[config.mk]
export PLATFORM = sky130hd
export DESIGN_NAME = alu_issue_ctrl_flat
export DESIGN_NICKNAME = d
export VERILOG_FILES = /design/src/rtl/alu_issue_ctrl_pkg.sv /design/src/rtl/alu_issue_ctrl_if.sv /design/src/rtl/alu_issue_ctrl_decode.sv /design/src/rtl/alu_issue_ctrl.sv /design/src/flat_wrapper.sv
export SDC_FILE = /design/constraint.sdc
export NUM_CORES = 1
export LEC_CHECK = 0
export CORE_AREA = 5 5 114 116
export DETAILED_ROUTE_END_ITERATION = 16
export DIE_AREA = 0 0 119 121
export PLACE_DENSITY = 0.85
export SYNTH_ARGS = -nofsm -noshare
export SYNTH_HDL_FRONTEND = slang
export SYNTH_HIERARCHICAL = 1
export SYNTH_SLANG_ARGS = --single-unit
[constraint.sdc]
create_clock -name clk -period 3 [get_ports clk]
set_clock_uncertainty 0.1 [all_clocks]
set_input_delay 0.9 -clock clk [delete_from_list [all_inputs] [get_ports clk]]
set_output_delay 0.9 -clock clk [all_outputs]
set_load 0.005 [all_outputs]
[src/rtl/alu_issue_ctrl_pkg.sv]
// Shared ALU operation encodings, ALUOp class constants and issue-controller state type.
package alu_issue_ctrl_pkg;

    typedef enum logic [3:0] {
        ALU_AND     = 4'b0000,
        ALU_OR      = 4'b0001,
        ALU_ADD     = 4'b0010,
        ALU_SUB     = 4'b0011,
        ALU_XOR     = 4'b0100,
        ALU_SRL     = 4'b0101,
        ALU_SLL     = 4'b0110,
        ALU_EQUAL   = 4'b1000,
        ALU_LUI     = 4'b1001,
        ALU_SLT     = 4'b1110,
        ALU_ILLEGAL = 4'b1111
    } alu_op_e;

    localparam logic [1:0] ALUOP_MEM    = 2'b00;
    localparam logic [1:0] ALUOP_BRANCH = 2'b01;
    localparam logic [1:0] ALUOP_ARITH  = 2'b10;
    localparam logic [1:0] ALUOP_LUI    = 2'b11;

    typedef enum logic [1:0] {
        ST_IDLE = 2'd0,
        ST_EXEC = 2'd1,
        ST_DONE = 2'd2
    } issue_state_e;

endpackage

[src/rtl/alu_issue_ctrl_if.sv]
// Request, ALU-side and result signals between the issue controller (slave) and its environment (master).
interface alu_issue_if #(
    parameter int DATA_WIDTH    = 32,
    parameter int OPCODE_LENGTH = 4
);
    logic                     in_valid;
    logic                     in_ready;
    logic [1:0]               ALUOp;
    logic [2:0]               Funct3;
    logic [6:0]               Funct7;
    logic                     IsImm;
    logic [DATA_WIDTH-1:0]    OpA;
    logic [DATA_WIDTH-1:0]    OpB;
    logic [DATA_WIDTH-1:0]    SrcA;
    logic [DATA_WIDTH-1:0]    SrcB;
    logic [OPCODE_LENGTH-1:0] Operation;
    logic [DATA_WIDTH-1:0]    ALUResult;
    logic                     res_valid;
    logic                     res_ready;
    logic [DATA_WIDTH-1:0]    Result;
    logic                     res_err;

    modport slave (
        input  in_valid, ALUOp, Funct3, Funct7, IsImm, OpA, OpB, ALUResult, res_ready,
        output in_ready, SrcA, SrcB, Operation, res_valid, Result, res_err
    );

    modport master (
        output in_valid, ALUOp, Funct3, Funct7, IsImm, OpA, OpB, ALUResult, res_ready,
        input  in_ready, SrcA, SrcB, Operation, res_valid, Result, res_err
    );
endinterface

[src/rtl/alu_issue_ctrl_decode.sv]
// Maps ALUOp/Funct3/Funct7/IsImm to an ALU operation code and an illegal-decode flag.
// Latency: purely combinational.
// Backpressure: none; the caller decides when the decode is sampled.
module alu_decode
    import alu_issue_ctrl_pkg::*;
(
    input  logic [1:0] alu_op,
    input  logic [2:0] funct3,
    input  logic [6:0] funct7,
    input  logic       is_imm,
    output logic [3:0] op,
    output logic       err
);
    alu_op_e op_e;

    always_comb begin
        op_e = ALU_ILLEGAL;
        case (alu_op)
            ALUOP_MEM: op_e = ALU_ADD;
            ALUOP_BRANCH: begin
                case (funct3)
                    3'b000:  op_e = ALU_EQUAL;
                    3'b100:  op_e = ALU_SLT;
                    default: op_e = ALU_ILLEGAL;
                endcase
            end
            ALUOP_ARITH: begin
                case (funct3)
                    // Immediate forms have no SUB; funct7 bits there are part of the immediate.
                    3'b000:  op_e = (!is_imm && funct7[5]) ? ALU_SUB : ALU_ADD;
                    3'b111:  op_e = ALU_AND;
                    3'b110:  op_e = ALU_OR;
                    3'b100:  op_e = ALU_XOR;
                    3'b001:  op_e = ALU_SLL;
                    3'b101:  op_e = (funct7 == 7'd0) ? ALU_SRL : ALU_ILLEGAL;
                    3'b010:  op_e = ALU_SLT;
                    default: op_e = ALU_ILLEGAL;
                endcase
            end
            default: op_e = ALU_LUI;
        endcase
    end

    assign op  = op_e;
    assign err = (op_e == ALU_ILLEGAL);
endmodule

[src/rtl/alu_issue_ctrl.sv]
// Accepts one decoded ALU request, drives registered operands to the ALU, returns its result.
// Latency: result valid the cycle after the edge following accept; one result per 2 cycles max.
// Backpressure: holds the result and refuses new requests until res_ready; no request buffering.
module alu_issue_ctrl
    import alu_issue_ctrl_pkg::*;
#(
    parameter int DATA_WIDTH    = 32,
    parameter int OPCODE_LENGTH = 4
) (
    input  logic        clk,
    input  logic        rst_n,
    alu_issue_if.slave  bus,
    output logic [15:0] op_count
);
    issue_state_e state;
    logic         err_q;
    logic [3:0]   dec_op;
    logic         dec_err;
    logic         accept;

    alu_decode u_decode (
        .alu_op (bus.ALUOp),
        .funct3 (bus.Funct3),
        .funct7 (bus.Funct7),
        .is_imm (bus.IsImm),
        .op     (dec_op),
        .err    (dec_err)
    );

    // in_ready follows res_ready combinationally in DONE so a result drain and a new accept share one edge.
    assign bus.in_ready = (state == ST_IDLE) || ((state == ST_DONE) && bus.res_ready);
    assign accept       = bus.in_valid && bus.in_ready;

    always_ff @(posedge clk or negedge rst_n) begin
        if (!rst_n) begin
            state         <= ST_IDLE;
            bus.SrcA      <= '0;
            bus.SrcB      <= '0;
            bus.Operation <= '0;
            bus.Result    <= '0;
            bus.res_err   <= 1'b0;
            bus.res_valid <= 1'b0;
            err_q         <= 1'b0;
            op_count      <= 16'd0;
        end else begin
            if (accept) begin
                bus.SrcA      <= bus.OpA;
                bus.SrcB      <= bus.OpB;
                bus.Operation <= OPCODE_LENGTH'(dec_op);
                err_q         <= dec_err;
            end

            case (state)
                ST_IDLE: begin
                    if (accept) state <= ST_EXEC;
                end
                ST_EXEC: begin
                    bus.Result    <= err_q ? {DATA_WIDTH{1'b0}} : bus.ALUResult;
                    bus.res_err   <= err_q;
                    bus.res_valid <= 1'b1;
                    state         <= ST_DONE;
                end
                ST_DONE: begin
                    if (bus.res_ready) begin
                        bus.res_valid <= 1'b0;
                        op_count      <= op_count + 16'd1;
                        state         <= accept ? ST_EXEC : ST_IDLE;
                    end
                end
                default: state <= ST_IDLE;
            endcase
        end
    end
endmodule

[src/flat_wrapper.sv]
// flat-port wrapper written by rule: the top's interface ports become plain ports
module alu_issue_ctrl_flat import alu_issue_ctrl_pkg::*;
#(
    parameter int DATA_WIDTH    = 32,
    parameter int OPCODE_LENGTH = 4
)
  (clk, rst_n, op_count, bus_in_valid, bus_ALUOp, bus_Funct3, bus_Funct7, bus_IsImm, bus_OpA, bus_OpB, bus_ALUResult, bus_res_ready, bus_in_ready, bus_SrcA, bus_SrcB, bus_Operation, bus_res_valid, bus_Result, bus_res_err);
  alu_issue_if #(.DATA_WIDTH(DATA_WIDTH), .OPCODE_LENGTH(OPCODE_LENGTH)) bus_i ();
  input  logic clk;
  input  logic rst_n;
  output logic [15:0] op_count;
  input wire logic [$bits(bus_i.in_valid)-1:0] bus_in_valid;
  input wire logic [$bits(bus_i.ALUOp)-1:0] bus_ALUOp;
  input wire logic [$bits(bus_i.Funct3)-1:0] bus_Funct3;
  input wire logic [$bits(bus_i.Funct7)-1:0] bus_Funct7;
  input wire logic [$bits(bus_i.IsImm)-1:0] bus_IsImm;
  input wire logic [$bits(bus_i.OpA)-1:0] bus_OpA;
  input wire logic [$bits(bus_i.OpB)-1:0] bus_OpB;
  input wire logic [$bits(bus_i.ALUResult)-1:0] bus_ALUResult;
  input wire logic [$bits(bus_i.res_ready)-1:0] bus_res_ready;
  output wire logic [$bits(bus_i.in_ready)-1:0] bus_in_ready;
  output wire logic [$bits(bus_i.SrcA)-1:0] bus_SrcA;
  output wire logic [$bits(bus_i.SrcB)-1:0] bus_SrcB;
  output wire logic [$bits(bus_i.Operation)-1:0] bus_Operation;
  output wire logic [$bits(bus_i.res_valid)-1:0] bus_res_valid;
  output wire logic [$bits(bus_i.Result)-1:0] bus_Result;
  output wire logic [$bits(bus_i.res_err)-1:0] bus_res_err;
  assign bus_i.in_valid = bus_in_valid;
  assign bus_i.ALUOp = bus_ALUOp;
  assign bus_i.Funct3 = bus_Funct3;
  assign bus_i.Funct7 = bus_Funct7;
  assign bus_i.IsImm = bus_IsImm;
  assign bus_i.OpA = bus_OpA;
  assign bus_i.OpB = bus_OpB;
  assign bus_i.ALUResult = bus_ALUResult;
  assign bus_i.res_ready = bus_res_ready;
  assign bus_in_ready = bus_i.in_ready;
  assign bus_SrcA = bus_i.SrcA;
  assign bus_SrcB = bus_i.SrcB;
  assign bus_Operation = bus_i.Operation;
  assign bus_res_valid = bus_i.res_valid;
  assign bus_Result = bus_i.Result;
  assign bus_res_err = bus_i.res_err;
  alu_issue_ctrl #(.DATA_WIDTH(DATA_WIDTH), .OPCODE_LENGTH(OPCODE_LENGTH)) u_core (.clk(clk), .rst_n(rst_n), .bus(bus_i), .op_count(op_count));
endmodule
==> flow_metrics.tcl, run 1 <==
set metrics [dict create \
    status "finished clean" \
    cap_violations 0 \
    hold_viol_final 0 \
    clk_pin_slew_ns 0.05 \
    leakagePower_nw 3.63 \
    crit_arrival_ns 1.81 \
    layout.nets 742 \
    cts_root_buffer "clkbuf_16" \
    vias 3898 \
    io_buffer_count 231 \
    grtUsageTotal 0.199 \
    worstSetupPathType "input pin to output pin" \
    viasPerCell 4.95 \
    drc 0 \
    die_w_um 119 \
    synth_nets 505 \
    cts_tree "built" \
    postRouteAntennaNets 0 \
    grt_max_degree 62 \
    pwr-share-comb 0.312 \
    syn_to_final_growth_pct 55.9 \
    ir_worst_vdd_v 0.000566 \
    report.final.setup_viol 0 \
    drive_gt1_frac 0.183 \
    place.gp.congestion 0.785 \
    setup.worst_path.end_class "output pin" \
    finalPower_mw 6.49 \
    start_kind "input pin" \
    ys_seq_area_frac 0.569 \
    synth.avg_cell_area_sq_um 13.6 \
    final_cell_area_sq_um 8300 \
    dieArea_sq_um 14400 \
    synth_area_leader_cell "dfrtp_1" \
    synthCells 391 \
    htree_levels 4 \
    setup_ws_ns 0.187 \
    core_area_sq_um 11800 \
    dp_slack_ns -0.102 \
    grt_overflow 0 \
    instances_no_fill 788 \
    worstHoldPathType "input pin to async pin" \
    wl_um 14200 \
    synthTopCellsByArea "dfrtp_1 57%, mux2_4 19%, nand2b_1 4.0%, nand2_1 3.5%, o21ai_0 3.2%" \
    min_period_ns 2.81 \
    diodes 0 \
    grt_pass1_vias 4316 \
    whs_ns 0.371 \
    drtIter0Drc 201 \
    wl_per_cell_um 18.0 \
    placed_cells 756 \
    hpwl_um 10500 \
    io_pins 232 \
    pwr-share-clk 0.314 \
    cellPowerDensity_nw_per_um2 782 \
    fmax_ghz 0.355 \
    power.switching_mw 1.65 \
    min_period_over_period 0.938 \
    start_util 0.451 \
    drt_first_pass_iters 4 \
    worstSkewPairLatency_ns 0.40 \
    p_sw_frac 0.255 \
    worst_pin_slew_ns 0.822 \
    drv_slew 0 \
    ys_types 38 \
    ys_ff_latch 121 \
    cts_inserted_buffers 17 \
    syn_area_sq_um 5320 \
    cts_sinks 121 \
    core.rowCount 40 \
    synth_top_cell_area_share 0.569 \
    p_seq_frac 0.374 \
    die_h_um 121 \
    rsz0062_at_grt "false" \
    path_max_fanout 2 \
    p_int_mw 4.83 \
    antenna_found_initial 0 \
    placed_cell_area_sq_um 7700 \
    clockBufferDepth 2 \
    crit_required_ns 2.00 \
    grt_pass1_wl_um 22500 \
    slew_headroom 0.452 \
    yosysWarnings 6 \
]
per-layer routing:
layer,GRT usage,routed length [um]
met1,0.221,5470
met2,0.345,7220
met3,0.0788,1130
met4,0.0753,340
met5,0,0
stage by stage:
step           setup TNS, ns   util
2_1_floorplan              0      -
3_3_place_gp         -0.0904  0.652
3_5_place_dp          -0.102  0.652
4_1_cts                    0  0.703
5_1_grt                    0  0.703
6_report                   0  0.703
power by group through the flow:
stage                     combinational, mW  sequential (mW)  clock, mW
after floorplan                       0.791             2.42          0
after global placement                 1.99             2.42          0
after detailed placement               2.05             2.44          0
after CTS                              2.06             2.43       2.07
after global routing                   2.18             2.49       2.16
final                                  2.03             2.42       2.04
registers in the layout (all words and copies together), names as in the netlist:
register              cells
u_core/op_count          16
u_core/bus.SrcB          32
u_core/bus.Result        32
u_core/bus.SrcA          32
u_core/bus.res_err        1
u_core/state              2
u_core/err_q              1
u_core/bus.Operation      4
u_core/bus.res_valid      1
Yosys cell counts:
master    count
nor4_1        1
a31oi_1       1
nor2b_1       2
o41ai_2       1
nand3_1       5
nand4_1       3
nor4b_1       1
o41ai_1       1
o211ai_1      1
mux2_4       69
buf_2         5
xor2_1        3
nand3b_1      1
or3_1         1
nor3b_1       1
nor3_1        4
o221ai_1      1
o221ai_2      1
a21oi_1       4
nand2_1      49
nor4_2        1
inv_1         4
clkbuf_1      7
a21oi_2       1
and3b_2       1
xnor2_1      13
or2b_1        1
nand4_4       1
and2_4        1
mux2_2        1
ha_1          1
dfrtp_1     121
nand2b_1     34
o21ai_0      34
nor2_1        5
buf_12        8
or4_4         1
o31ai_1       1
repair_timing:
item                       in CTS  in global routing
resized for setup               1                  0
setup buffers                   0                  0
hold buffers                    0                  0
setup endpoints to repair       1                  0
logic make-up (layout without fill, tap and decap cells):
| kind of cell | Yosys count | after routing | synth area share |
|---|---|---|---|
| AND/OR/NAND/NOR | 113 | 113 | 0.113 |
| XOR/XNOR | 16 | 16 | 0.0263 |
| flip-flops | 121 | 121 | 0.569 |
| AO/OA/AOI/OAI | 46 | 46 | 0.0505 |
| buffers and inverters | 24 | 274 | 0.0425 |
| adder cells (fa/ha/maj) | 1 | 1 | 0.00235 |
| multiplexers | 70 | 70 | 0.197 |
critical path, cell delays in order:
cell             delay [ns]
clkdlybuf4s50_1        0.48
inv_1                  0.05
a21oi_2                0.13
dlygate4sd2_1          0.25
worst paths after layout:
path,slack (ns),startpoint,cells after the start,endpoint
max,0.19,bus_res_ready,4,bus_in_ready
max reg2reg,1.24,u_core/state[1]$_DFFE_PN0P_,3,u_core/bus.Result[23]$_DFFE_PN0P_
min,0.37,rst_n,1,u_core/op_count[12]$_DFFE_PN0P_
min reg2reg,0.38,u_core/bus.Result[16]$_DFFE_PN0P_,2,u_core/bus.Result[16]$_DFFE_PN0P_
max in group asynchronous,1.74,rst_n,2,u_core/bus.Operation[2]$_DFFE_PN0P_
min in group clk,0.38,u_core/bus.Result[16]$_DFFE_PN0P_,2,u_core/bus.Result[16]$_DFFE_PN0P_
placed cells by master, fill, tap and decap left out, types with 2 or more instances in the layout:
| master | count |
|---|---|
| clkinv_2 | 4 |
| bufinv_16 | 2 |
| nand3_1 | 5 |
| nand2_1 | 49 |
| dfrtp_1 | 121 |
| buf_4 | 5 |
| inv_1 | 4 |
| a21oi_1 | 4 |
| nand2b_1 | 33 |
| nor2b_1 | 2 |
| nor2_1 | 5 |
| xnor2_1 | 13 |
| buf_12 | 3 |
| clkdlybuf4s50_1 | 229 |
| o21ai_0 | 34 |
| nand4_1 | 3 |
| mux2_4 | 69 |
| clkbuf_8 | 6 |
| clkbuf_16 | 17 |
| xor2_1 | 3 |
| clkbuf_1 | 2 |
| nor3_1 | 4 |
layout make-up:
| type | count | area [sq um] |
|---|---|---|
| fill | 810 | 3510 |
| sequential | 121 | 3030 |
| timing repair buffer | 238 | 2400 |
| multi-input combinational | 246 | 2070 |
| clock buffer | 25 | 515 |
| tap | 147 | 184 |
| clock inverter | 7 | 87.6 |
| inverter | 4 | 15.0 |
No activity file was read; power rests on OpenSTA's default activity.
==> run 2: changes to the inputs <==
--- a/config.mk
+++ b/config.mk
@@ -9,6 +9,7 @@
 export DETAILED_ROUTE_END_ITERATION = 16
 export DIE_AREA = 0 0 119 121
 export PLACE_DENSITY = 0.85
+export SETUP_SLACK_MARGIN = 0.02
 export SYNTH_ARGS = -nofsm -noshare
 export SYNTH_HDL_FRONTEND = slang
 export SYNTH_HIERARCHICAL = 1
==> results of run 2 <==
The final DEF is identical to that of run 1; final timing and power are the same.
